## src/rtl/wb_exc_ctrl_pkg.sv

```systemverilog
// -----------------------------------------------------------------------------
// wb_exc_ctrl_pkg
// Shared CP0 definitions for the WB-boundary exception controller:
//   - ExcCode constants latched into Cause.ExcCode
//   - CP0 register selects, encoded as {rd[4:0], sel[2:0]}
//   - default exception vector (Status.BEV fixed at 1)
//   - controller state encoding and the EPC helper
// -----------------------------------------------------------------------------
package wb_exc_ctrl_pkg;

    // ExcCode values
    localparam logic [4:0] EXC_INT  = 5'h00;
    localparam logic [4:0] EXC_ADEL = 5'h04;
    localparam logic [4:0] EXC_ADES = 5'h05;
    localparam logic [4:0] EXC_SYS  = 5'h08;
    localparam logic [4:0] EXC_BP   = 5'h09;
    localparam logic [4:0] EXC_RI   = 5'h0a;
    localparam logic [4:0] EXC_OV   = 5'h0c;

    // CP0 register selects {rd, sel}
    localparam logic [7:0] CR_BADVADDR = {5'd8,  3'd0};
    localparam logic [7:0] CR_STATUS   = {5'd12, 3'd0};
    localparam logic [7:0] CR_CAUSE    = {5'd13, 3'd0};
    localparam logic [7:0] CR_EPC      = {5'd14, 3'd0};

    // Exception vector with BEV = 1
    localparam logic [31:0] EX_ENTRY_DEFAULT = 32'hbfc00380;

    typedef enum logic {
        ST_IDLE = 1'b0,
        ST_HOLD = 1'b1
    } wbx_state_e;

    // EPC points at the branch when the faulting instruction is in its delay slot.
    function automatic logic [31:0] calc_epc(input logic [31:0] pc, input logic bd);
        return bd ? (pc - 32'd4) : pc;
    endfunction

endpackage

```

## src/rtl/wb_exc_ctrl_int_sync2.sv

```systemverilog
// -----------------------------------------------------------------------------
// wb_exc_ctrl_int_sync2
// Two-flop synchronizer for asynchronous level inputs.
// Ports:
//   clk_i  - destination clock
//   rst_i  - asynchronous active-high reset, clears both stages
//   d_i    - asynchronous input bus (bits are treated independently)
//   q_o    - synchronized output, two cycles after an input edge
// -----------------------------------------------------------------------------
module wb_exc_ctrl_int_sync2 #(
    parameter int W = 6
) (
    input  logic         clk_i,
    input  logic         rst_i,
    input  logic [W-1:0] d_i,
    output logic [W-1:0] q_o
);

    logic [W-1:0] s1_q;
    logic [W-1:0] s2_q;

    always_ff @(posedge clk_i or posedge rst_i) begin
        if (rst_i) begin
            s1_q <= '0;
            s2_q <= '0;
        end else begin
            s1_q <= d_i;
            s2_q <= s1_q;
        end
    end

    assign q_o = s2_q;

endmodule

```

## src/rtl/wb_exc_ctrl.sv

```systemverilog
// -----------------------------------------------------------------------------
// wb_exc_ctrl
// Initiator side of the CP0 exception / MTC0 interface at the WB boundary.
// Picks at most one CP0 event per cycle (exception entry, ERET, MTC0 write),
// drives the CP0 strobes and the pipeline flush, then holds off further
// events for FLUSH_HOLD cycles while the pipeline drains.
//
// Handshake: there is no back-pressure. An event is taken in the same cycle
// that ws_valid is high while IDLE; CP0 latches the strobes/data at the next
// edge. While HOLD, ws_block is high and the WB instruction is discarded.
//
// Ports:
//   clk, reset                         clock, async active-high reset
//   ws_*                               WB-stage instruction status
//   hw_int                             asynchronous interrupt lines
//   cp0_status_*, cp0_cause_ip_sw,
//   cp0_epc                            current CP0 state
//   cp0_hw_ip                          synchronized interrupts to Cause.IP[7:2]
//   wb_ex, wb_excode, wb_epc, wb_bd,
//   wb_badvaddr                        exception entry strobe + data
//   eret_flush                         ERET strobe
//   mtc0_we, cp0_addr, cp0_wdata       CP0 register write
//   flush, flush_pc                    pipeline flush and redirect target
//   ws_block                           WB commit suppressed (HOLD)
//   dbg_state                          controller state, for observation
// -----------------------------------------------------------------------------
module wb_exc_ctrl
    import wb_exc_ctrl_pkg::*;
#(
    parameter logic [31:0] EX_ENTRY   = EX_ENTRY_DEFAULT,
    parameter int          FLUSH_HOLD = 2,
    parameter int          HW_INT_W   = 6
) (
    input  logic                clk,
    input  logic                reset,
    input  logic                ws_valid,
    input  logic                ws_ex,
    input  logic [4:0]          ws_excode,
    input  logic [31:0]         ws_pc,
    input  logic                ws_bd,
    input  logic [31:0]         ws_badvaddr,
    input  logic                ws_eret,
    input  logic                ws_mtc0,
    input  logic [7:0]          ws_cp0_addr,
    input  logic [31:0]         ws_wdata,
    input  logic [HW_INT_W-1:0] hw_int,
    input  logic                cp0_status_ie,
    input  logic                cp0_status_exl,
    input  logic [7:0]          cp0_status_im,
    input  logic [1:0]          cp0_cause_ip_sw,
    input  logic [31:0]         cp0_epc,
    output logic [HW_INT_W-1:0] cp0_hw_ip,
    output logic                wb_ex,
    output logic [4:0]          wb_excode,
    output logic [31:0]         wb_epc,
    output logic                wb_bd,
    output logic [31:0]         wb_badvaddr,
    output logic                eret_flush,
    output logic                mtc0_we,
    output logic [7:0]          cp0_addr,
    output logic [31:0]         cp0_wdata,
    output logic                flush,
    output logic [31:0]         flush_pc,
    output logic                ws_block,
    output wbx_state_e          dbg_state
);

    localparam logic [2:0] HOLD_LOAD = 3'(FLUSH_HOLD - 1);

    wbx_state_e state_q, state_d;
    logic [2:0] cnt_q, cnt_d;

    logic       int_pend;
    logic       take;
    logic [7:0] ip_all;

    // ------------------------------------------------------------------
    // Interrupt synchronizer and pending detection
    // ------------------------------------------------------------------
    wb_exc_ctrl_int_sync2 #(
        .W (HW_INT_W)
    ) u_int_sync (
        .clk_i (clk),
        .rst_i (reset),
        .d_i   (hw_int),
        .q_o   (cp0_hw_ip)
    );

    // Cause.IP[7:0] = {hardware lines, software bits}
    assign ip_all   = 8'({cp0_hw_ip, cp0_cause_ip_sw});
    assign int_pend = cp0_status_ie & ~cp0_status_exl & (|(cp0_status_im & ip_all));

    // ------------------------------------------------------------------
    // Event selection (same-cycle). Gated by reset so every strobe and
    // data output reads 0 while reset is held, even though state is IDLE.
    // ------------------------------------------------------------------
    always_comb begin
        take        = ~reset & (state_q == ST_IDLE) & ws_valid;
        wb_ex       = 1'b0;
        wb_excode   = 5'h00;
        wb_epc      = 32'h0;
        wb_bd       = 1'b0;
        wb_badvaddr = 32'h0;
        eret_flush  = 1'b0;
        mtc0_we     = 1'b0;
        cp0_addr    = 8'h00;
        cp0_wdata   = 32'h0;
        flush       = 1'b0;
        flush_pc    = 32'h0;

        // Fixed priority; lower-priority requests in the same cycle are dropped.
        if (take) begin
            if (int_pend) begin
                wb_ex     = 1'b1;
                wb_excode = EXC_INT;
            end else if (ws_ex) begin
                wb_ex     = 1'b1;
                wb_excode = ws_excode;
            end else if (ws_eret) begin
                eret_flush = 1'b1;
            end else if (ws_mtc0) begin
                mtc0_we = 1'b1;
            end
        end

        if (wb_ex) begin
            wb_epc      = calc_epc(ws_pc, ws_bd);
            wb_bd       = ws_bd;
            wb_badvaddr = ws_badvaddr;
            flush_pc    = EX_ENTRY;
        end
        if (eret_flush) begin
            flush_pc = cp0_epc;
        end
        if (mtc0_we) begin
            cp0_addr  = ws_cp0_addr;
            cp0_wdata = ws_wdata;
        end
        flush = wb_ex | eret_flush;
    end

    // ------------------------------------------------------------------
    // Hold-window FSM. Counter loads FLUSH_HOLD-1 on entry and HOLD exits
    // on the cycle it reads 0, giving exactly FLUSH_HOLD HOLD cycles.
    // ------------------------------------------------------------------
    always_comb begin
        state_d = state_q;
        cnt_d   = cnt_q;
        case (state_q)
            ST_IDLE: begin
                if (flush) begin
                    state_d = ST_HOLD;
                    cnt_d   = HOLD_LOAD;
                end
            end
            ST_HOLD: begin
                if (cnt_q == 3'd0) begin
                    state_d = ST_IDLE;
                end else begin
                    cnt_d = cnt_q - 3'd1;
                end
            end
            default: begin
                state_d = ST_IDLE;
                cnt_d   = 3'd0;
            end
        endcase
    end

    always_ff @(posedge clk or posedge reset) begin
        if (reset) begin
            state_q <= ST_IDLE;
            cnt_q   <= 3'd0;
        end else begin
            state_q <= state_d;
            cnt_q   <= cnt_d;
        end
    end

    assign ws_block  = (state_q == ST_HOLD);
    assign dbg_state = state_q;

endmodule
```

## config.mk

```make
export PLATFORM = sky130hd
export DESIGN_NAME = wb_exc_ctrl
export DESIGN_NICKNAME = d
export VERILOG_FILES = /design/src/rtl/wb_exc_ctrl_pkg.sv /design/src/rtl/wb_exc_ctrl_int_sync2.sv /design/src/rtl/wb_exc_ctrl.sv
export SDC_FILE = /design/constraint.sdc
export NUM_CORES = 1
export LEC_CHECK = 0
export ABC_CLOCK_PERIOD_IN_PS = 2800
export CAP_MARGIN = 0
export CORE_AREA = 2 2 123 125
export CTS_BUF_LIST = sky130_fd_sc_hd__clkbuf_8
export CTS_CLUSTER_SIZE = 12
export DETAILED_ROUTE_END_ITERATION = 7
export DIE_AREA = 0 0 125 127
export PLACE_DENSITY = 0.62
export SLEW_MARGIN = 20
export SYNTH_ARGS = -nofsm -noshare
export SYNTH_HDL_FRONTEND = slang
export SYNTH_SLANG_ARGS = --single-unit
```

## constraint.sdc

```tcl
create_clock -name clk -period 2.8 [get_ports clk]
set_clock_uncertainty 0.05 [all_clocks]
set_input_delay 0.42 -clock clk [delete_from_list [all_inputs] [get_ports clk]]
set_output_delay 0.42 -clock clk [all_outputs]
set_load 0.1 [all_outputs]
```

* Word-level counts from Yosys, hierarchy flattened
Index checks and enable logic that the tools add are counted.
Widths: inputs -> output; s select.
** Storage, ports and cells
- Output and inout port bits :: 154
- Input bits :: 166
- Word-level logic and storage cells :: 49
- Flip-flop bits (word level) :: 16
** Operators by class
- Reduce and logical (&&, ||, !) cells :: 3
- Equality and inequality tests :: 2
- Bitwise logic cells :: 9
- $add $sub $neg :: 2
- Mux-type cells :: 29
** Operators with widths (count)
- $mux 32 :: 6
- $sub 32x3->32 const B :: 1
- $mux 1 :: 15
- $mux 5 :: 3
- $and 8x8->8 :: 1
- $mux 8 :: 1
- $reduce_or 8->1 :: 1
- $mux 3 :: 2
- $pmux 3 s2 :: 1
- $and 1x1->1 :: 4
- $ne 2x2->1 const B :: 2
- $logic_not 3->1 :: 1
- $not 1->1 :: 3
- $sub 3x1->3 const B :: 1
- $pmux 1 s2 :: 1
- $reduce_and 2->1 :: 1
- $or 1x1->1 :: 1

* Longest topological paths before layout
- Word-level depth :: 8
- Depth in mapped cells :: 6
- Depth with buffers taken out :: 6

* Modules after synthesis
A second synthesis with hierarchy kept.
** Unflattened totals
- Cells, all modules :: 302
- Area total of the unflattened synthesis :: 2164.6 um^2
** By module, submodules not included
- wb_exc_ctrl :: instances 1, area each 1860.5 um^2, cells an instance 289, seq. area each 100.1 um^2
- wb_exc_ctrl_int_sync2 :: instances 1, area each 304.0 um^2, cells an instance 13, seq. area each 300.3 um^2

* Worst setup path after synthesis
No wires, ideal clock.
- Kind :: register to output
- Start :: reg u_int_sync.s2_q[1] (netlist: u_int_sync.q_o[1])
- End :: out cp0_addr[0]
- Buffers on the path :: 1
- Required time :: 2.330 ns
- Data arrival time :: 3.866 ns
- Cell stages (with the launch flop) :: 6
- Path slack :: -1.536 ns
- Path through :: dfrtp_1 a22o_1 o41a_1 nor4_1 clkbuf_1 and2_1
** On the way
- Cells in the longest elaborated chain, start to end :: 6
** RTL lines
- from (decl) :: RTL line wb_exc_ctrl_int_sync2.sv:20 : logic [W-1:0] s2_q;
- from (signal assigned) :: RTL line wb_exc_ctrl_int_sync2.sv:28 : s2_q <= s1_q;
- $and 8x8->8 :: RTL line wb_exc_ctrl.sv:91 : assign int_pend = cp0_status_ie & ~cp0_status_exl & (|(cp0_status_im & ip_all));
- $reduce_or 8->1 :: RTL line wb_exc_ctrl.sv:91
- $and 1x1->1 :: RTL line wb_exc_ctrl.sv:91
- $mux 1 :: RTL line wb_exc_ctrl.sv:113 : if (int_pend) begin
- $mux 1 :: RTL line wb_exc_ctrl.sv:112 : if (take) begin
- net mtc0_we :: RTL line wb_exc_ctrl.sv:59 : output logic mtc0_we,
- $mux 8 :: RTL line wb_exc_ctrl.sv:135 : if (mtc0_we) begin
- to (decl) :: RTL line wb_exc_ctrl.sv:60 : output logic [7:0] cp0_addr,
The timed path passes the listed nets, and every way through them passes these cells.

* Worst setup path after layout
- Start :: reg u_int_sync.s2_q[4] (netlist: u_int_sync.q_o[4])
- End :: out cp0_wdata[0]
** On the way
- Cells in the longest elaborated chain, start to end :: 6
** RTL lines
- $and 8x8->8 :: RTL line wb_exc_ctrl.sv:91
- $reduce_or 8->1 :: RTL line wb_exc_ctrl.sv:91
- $and 1x1->1 :: RTL line wb_exc_ctrl.sv:91
- $mux 1 :: RTL line wb_exc_ctrl.sv:113
- $mux 1 :: RTL line wb_exc_ctrl.sv:112
- $mux 32 :: RTL line wb_exc_ctrl.sv:135
- to (decl) :: RTL line wb_exc_ctrl.sv:61 : output logic [31:0] cp0_wdata,
No other way between the ends.

==> run_results.csv <==
group,metric,value,unit
timing,slew_headroom,0.6173,
flow_run,maxCapViolations,0,
global_routing,grt_pass1_vias,4264,
placement,postPlaceCellArea,0.008320,mm^2
yosys,netlist_instances,315,
cells_and_area,final_core_util,0.6315,
placement,io_buffer_count,319,
global_routing,antenna_found_initial,1,
cells_and_area,finalNetCount,900,
hold_path,min_from,"u_int_sync.s1_q[1]",
floorplanning,coreArea,0.01442,mm^2
floorplanning,die-height,127,um
global_routing,grt_max_degree,37,
global_routing,grt_pass1_wl,24990,um
setup_path,worstSetupPathType,"reg2out",
global_routing,grt_usage,0.1975,
timing,report.final.slew_viol_count,0,
yosys,yosysWarnings,0,
routing,wl_per_cell,18.48,um
routing,drc_errors,0,
timing,fmax,0.3326,GHz
power_and_ir_drop,power.leakage,3.671,nW
yosys,synth.distinct_cells,40,
setup_path,cp_max_fo,5,
yosys,yosysSeqAreaShare,0.1802,
yosys,synthTopCellsByArea,"and2_1, dfrtp_1, a21oi_1",
setup_path,critical_path.top_delay_family,"buffers and inverters",
yosys,ys_seq_elements,16,
cts,cts_tree,"done",
setup_path,slowest_delay,0.48,ns
cells_and_area,drive_gt1_frac,0.6356,
power_and_ir_drop,peakVddDrop,0.4583,mV
routing,wl,16890,um
routing,postRouteAntennaNets,0,
setup_path,cp_slowest_cell,"dfrtp_4",
cts,htree_num_levels,1,
status,run_status,"complete, but fails checks",
hold_path,min_path_type,"reg2reg",
timing,finalHoldViolCount,0,
setup_path,worstPathArrival,2.54,ns
setup_path,r2r_start,"u_int_sync.q_o[4]",
routing,drt-initial-drc-count,96,
yosys,syn_area,0.002222,mm^2
setup_path,required,2.33,ns
cells_and_area,syn2layout_area_growth,309.9,%
placement,hpwl,13220,um
setup_path,crit_top_cell,"buf_12",
placement,gp_congestion,0.9059,
routing,dr.pass1.iters,4,
yosys,synth-edff-count,0,
floorplanning,fp.dieW,125,um
floorplanning,boundaryPins,320,
status,violations,"negative setup slack",
routing,vias_per_cell,4.472,
setup_path,startpoint,"u_int_sync.q_o[4]",
timing,final.setup.worst_slack,-0.2070,ns
cts,clk-insertion-delay-late,0.25,ns
floorplanning,start_util,0.1541,
setup_path,worst_setup_path_end_kind,"primary output",
floorplanning,rows,44,
setup_path,crit_buf_inv,5,
cells_and_area,nFillCells,1096,
setup_path,start_kind,"flip-flop",
yosys,async_reset_ff_frac,1.000,
cts,cts_buffer_depth,2,
cells_and_area,final_cell_mix,"buf_12, clkdlybuf4s50_1, and2_4",
cells_and_area,final_common_cell,"buf_12",
floorplanning,die_area,0.01588,mm^2
timing,max_slew.worst_pin.slew,0.5735,ns
power_and_ir_drop,power_density,295.4,mW/mm^2
yosys,synthFlopType,"dfrtp_1",
timing,fin_crit,3.007,ns
timing,fin_crit_sh,1.074,
cts,clkSinkCount,16,
timing,setup_viol,139,
yosys,syn_avg_cell_area,7.054,um^2
timing,setup_tns,-16.19,ns
power_and_ir_drop,power.total,2.691,mW
routing,vias,4087,
yosys,syn_nets,484,
yosys,synth_top_area_cell,"and2_1",
cts,numCtsBuffers,3,
yosys,synth.top_cell.area_share,0.2815,
cells_and_area,postLayoutCellArea,0.009109,mm^2
global_routing,grt-ovfl-total,0,
cells_and_area,n_antenna_cell,0,
setup_path,cp_cell_sequence,"a22o_1 -> o41a_1 -> buf_4 -> nor4_4 -> buf_6 -> buf_12 -> clkbuf_16 -> and2_4 -> buf_12",
cts,path_clk_slew,0.06,ns
timing,rsz0062_at_grt,"true",
cts,cts_root_buffer,"clkbuf_8",
[routing by layer]
layer  part of all wire  vias to the layer above  GRT usage
met5            0.00065                        -          0
met4              0.014                        2    0.02941
met3              0.061                       21    0.03518
met2               0.55                      193     0.3852
met1               0.38                     1937     0.2286
li1                   -                     1934          -
[metrics by stage]
stage                     worst slack [ns]  std cells  hold slack [ns]
after detailed placement           -0.5178        872           0.2855
after CTS                          -0.2290        909           0.2987
after floorplan                    -0.2850        315           0.2811
after global placement             -0.4703        872           0.2843
final                              -0.2070        914           0.2990
after global routing               -0.3004        914           0.2974
[worst paths after layout]
kind	endpoint	cells past startpoint	slack, ns
worst max register to register	cnt_q[0]	10	0.47
min in group asynchronous	cnt_q[1]	2	0.56
worst min-delay path	u_int_sync.q_o[1]	0	0.30
max in group asynchronous	u_int_sync.q_o[1]	2	1.71
worst min register to register	u_int_sync.q_o[1]	0	0.30
worst max-delay path	cp0_wdata[0]	9	-0.21
[synth_stat cells, types with 2 or more instances]
| library cell | count |
|---|---|
| nand2b_1 | 4 |
| nor2_1 | 17 |
| or3_1 | 8 |
| or2_2 | 6 |
| clkbuf_1 | 18 |
| o31ai_1 | 15 |
| ha_1 | 3 |
| nand4_1 | 4 |
| xor2_1 | 7 |
| a22o_1 | 4 |
| xnor2_1 | 3 |
| a21oi_1 | 33 |
| nand2_1 | 21 |
| o22ai_1 | 2 |
| nand3_1 | 3 |
| inv_1 | 7 |
| dfrtp_1 | 16 |
| nor3_1 | 3 |
| o21ai_0 | 4 |
| or4_1 | 18 |
| and2_1 | 100 |
[what timing repair did]
item,in CTS,in global routing
setup endpoints to repair,134,145
setup buffers,24,3
gates cloned,10,3
gates resized for setup,118,21
pin swaps,67,24
hold buffers,0,0
[power by group]
group | internal (mW) | switching (mW) | total (mW) | leakage [nW]
clock | 0.125 | 0.0748 | 0.199 | 0.0288
combinational | 0.895 | 1.30 | 2.20 | 3.46
sequential | 0.269 | 0.0254 | 0.295 | 0.183
total | 1.29 | 1.40 | 2.69 | 3.67
[state kept, by name, indices dropped and copies added, names as in the netlist]
signal / flops
cnt_q: 3
dbg_state: 1
u_int_sync.q_o: 6
u_int_sync.s1_q: 6
[logic make-up after synthesis]
kind of cell / share of synthesized area
AOI/OAI and AO/OA: 0.1667
xor gates and xnor gates: 0.03942
adders and majority gates: 0.01689
buffers and inverters: 0.05461
DFF: 0.1802
muxes: 0.005067
and+or+nand+nor: 0.5372
[final cells by class]
class / count / area (um^2) / share of cell area
Timing Repair Buffer: 431 / 5833 / 0.6404
Multi-Input combinational cell: 271 / 2535 / 0.2783
Sequential cell: 16 / 412.9 / 0.04533
Tap cell: 184 / 230.2 / 0.02527
Clock buffer: 4 / 55.05 / 0.006044
Inverter: 8 / 42.54 / 0.004670
Power figures use the tool's default switching activity.
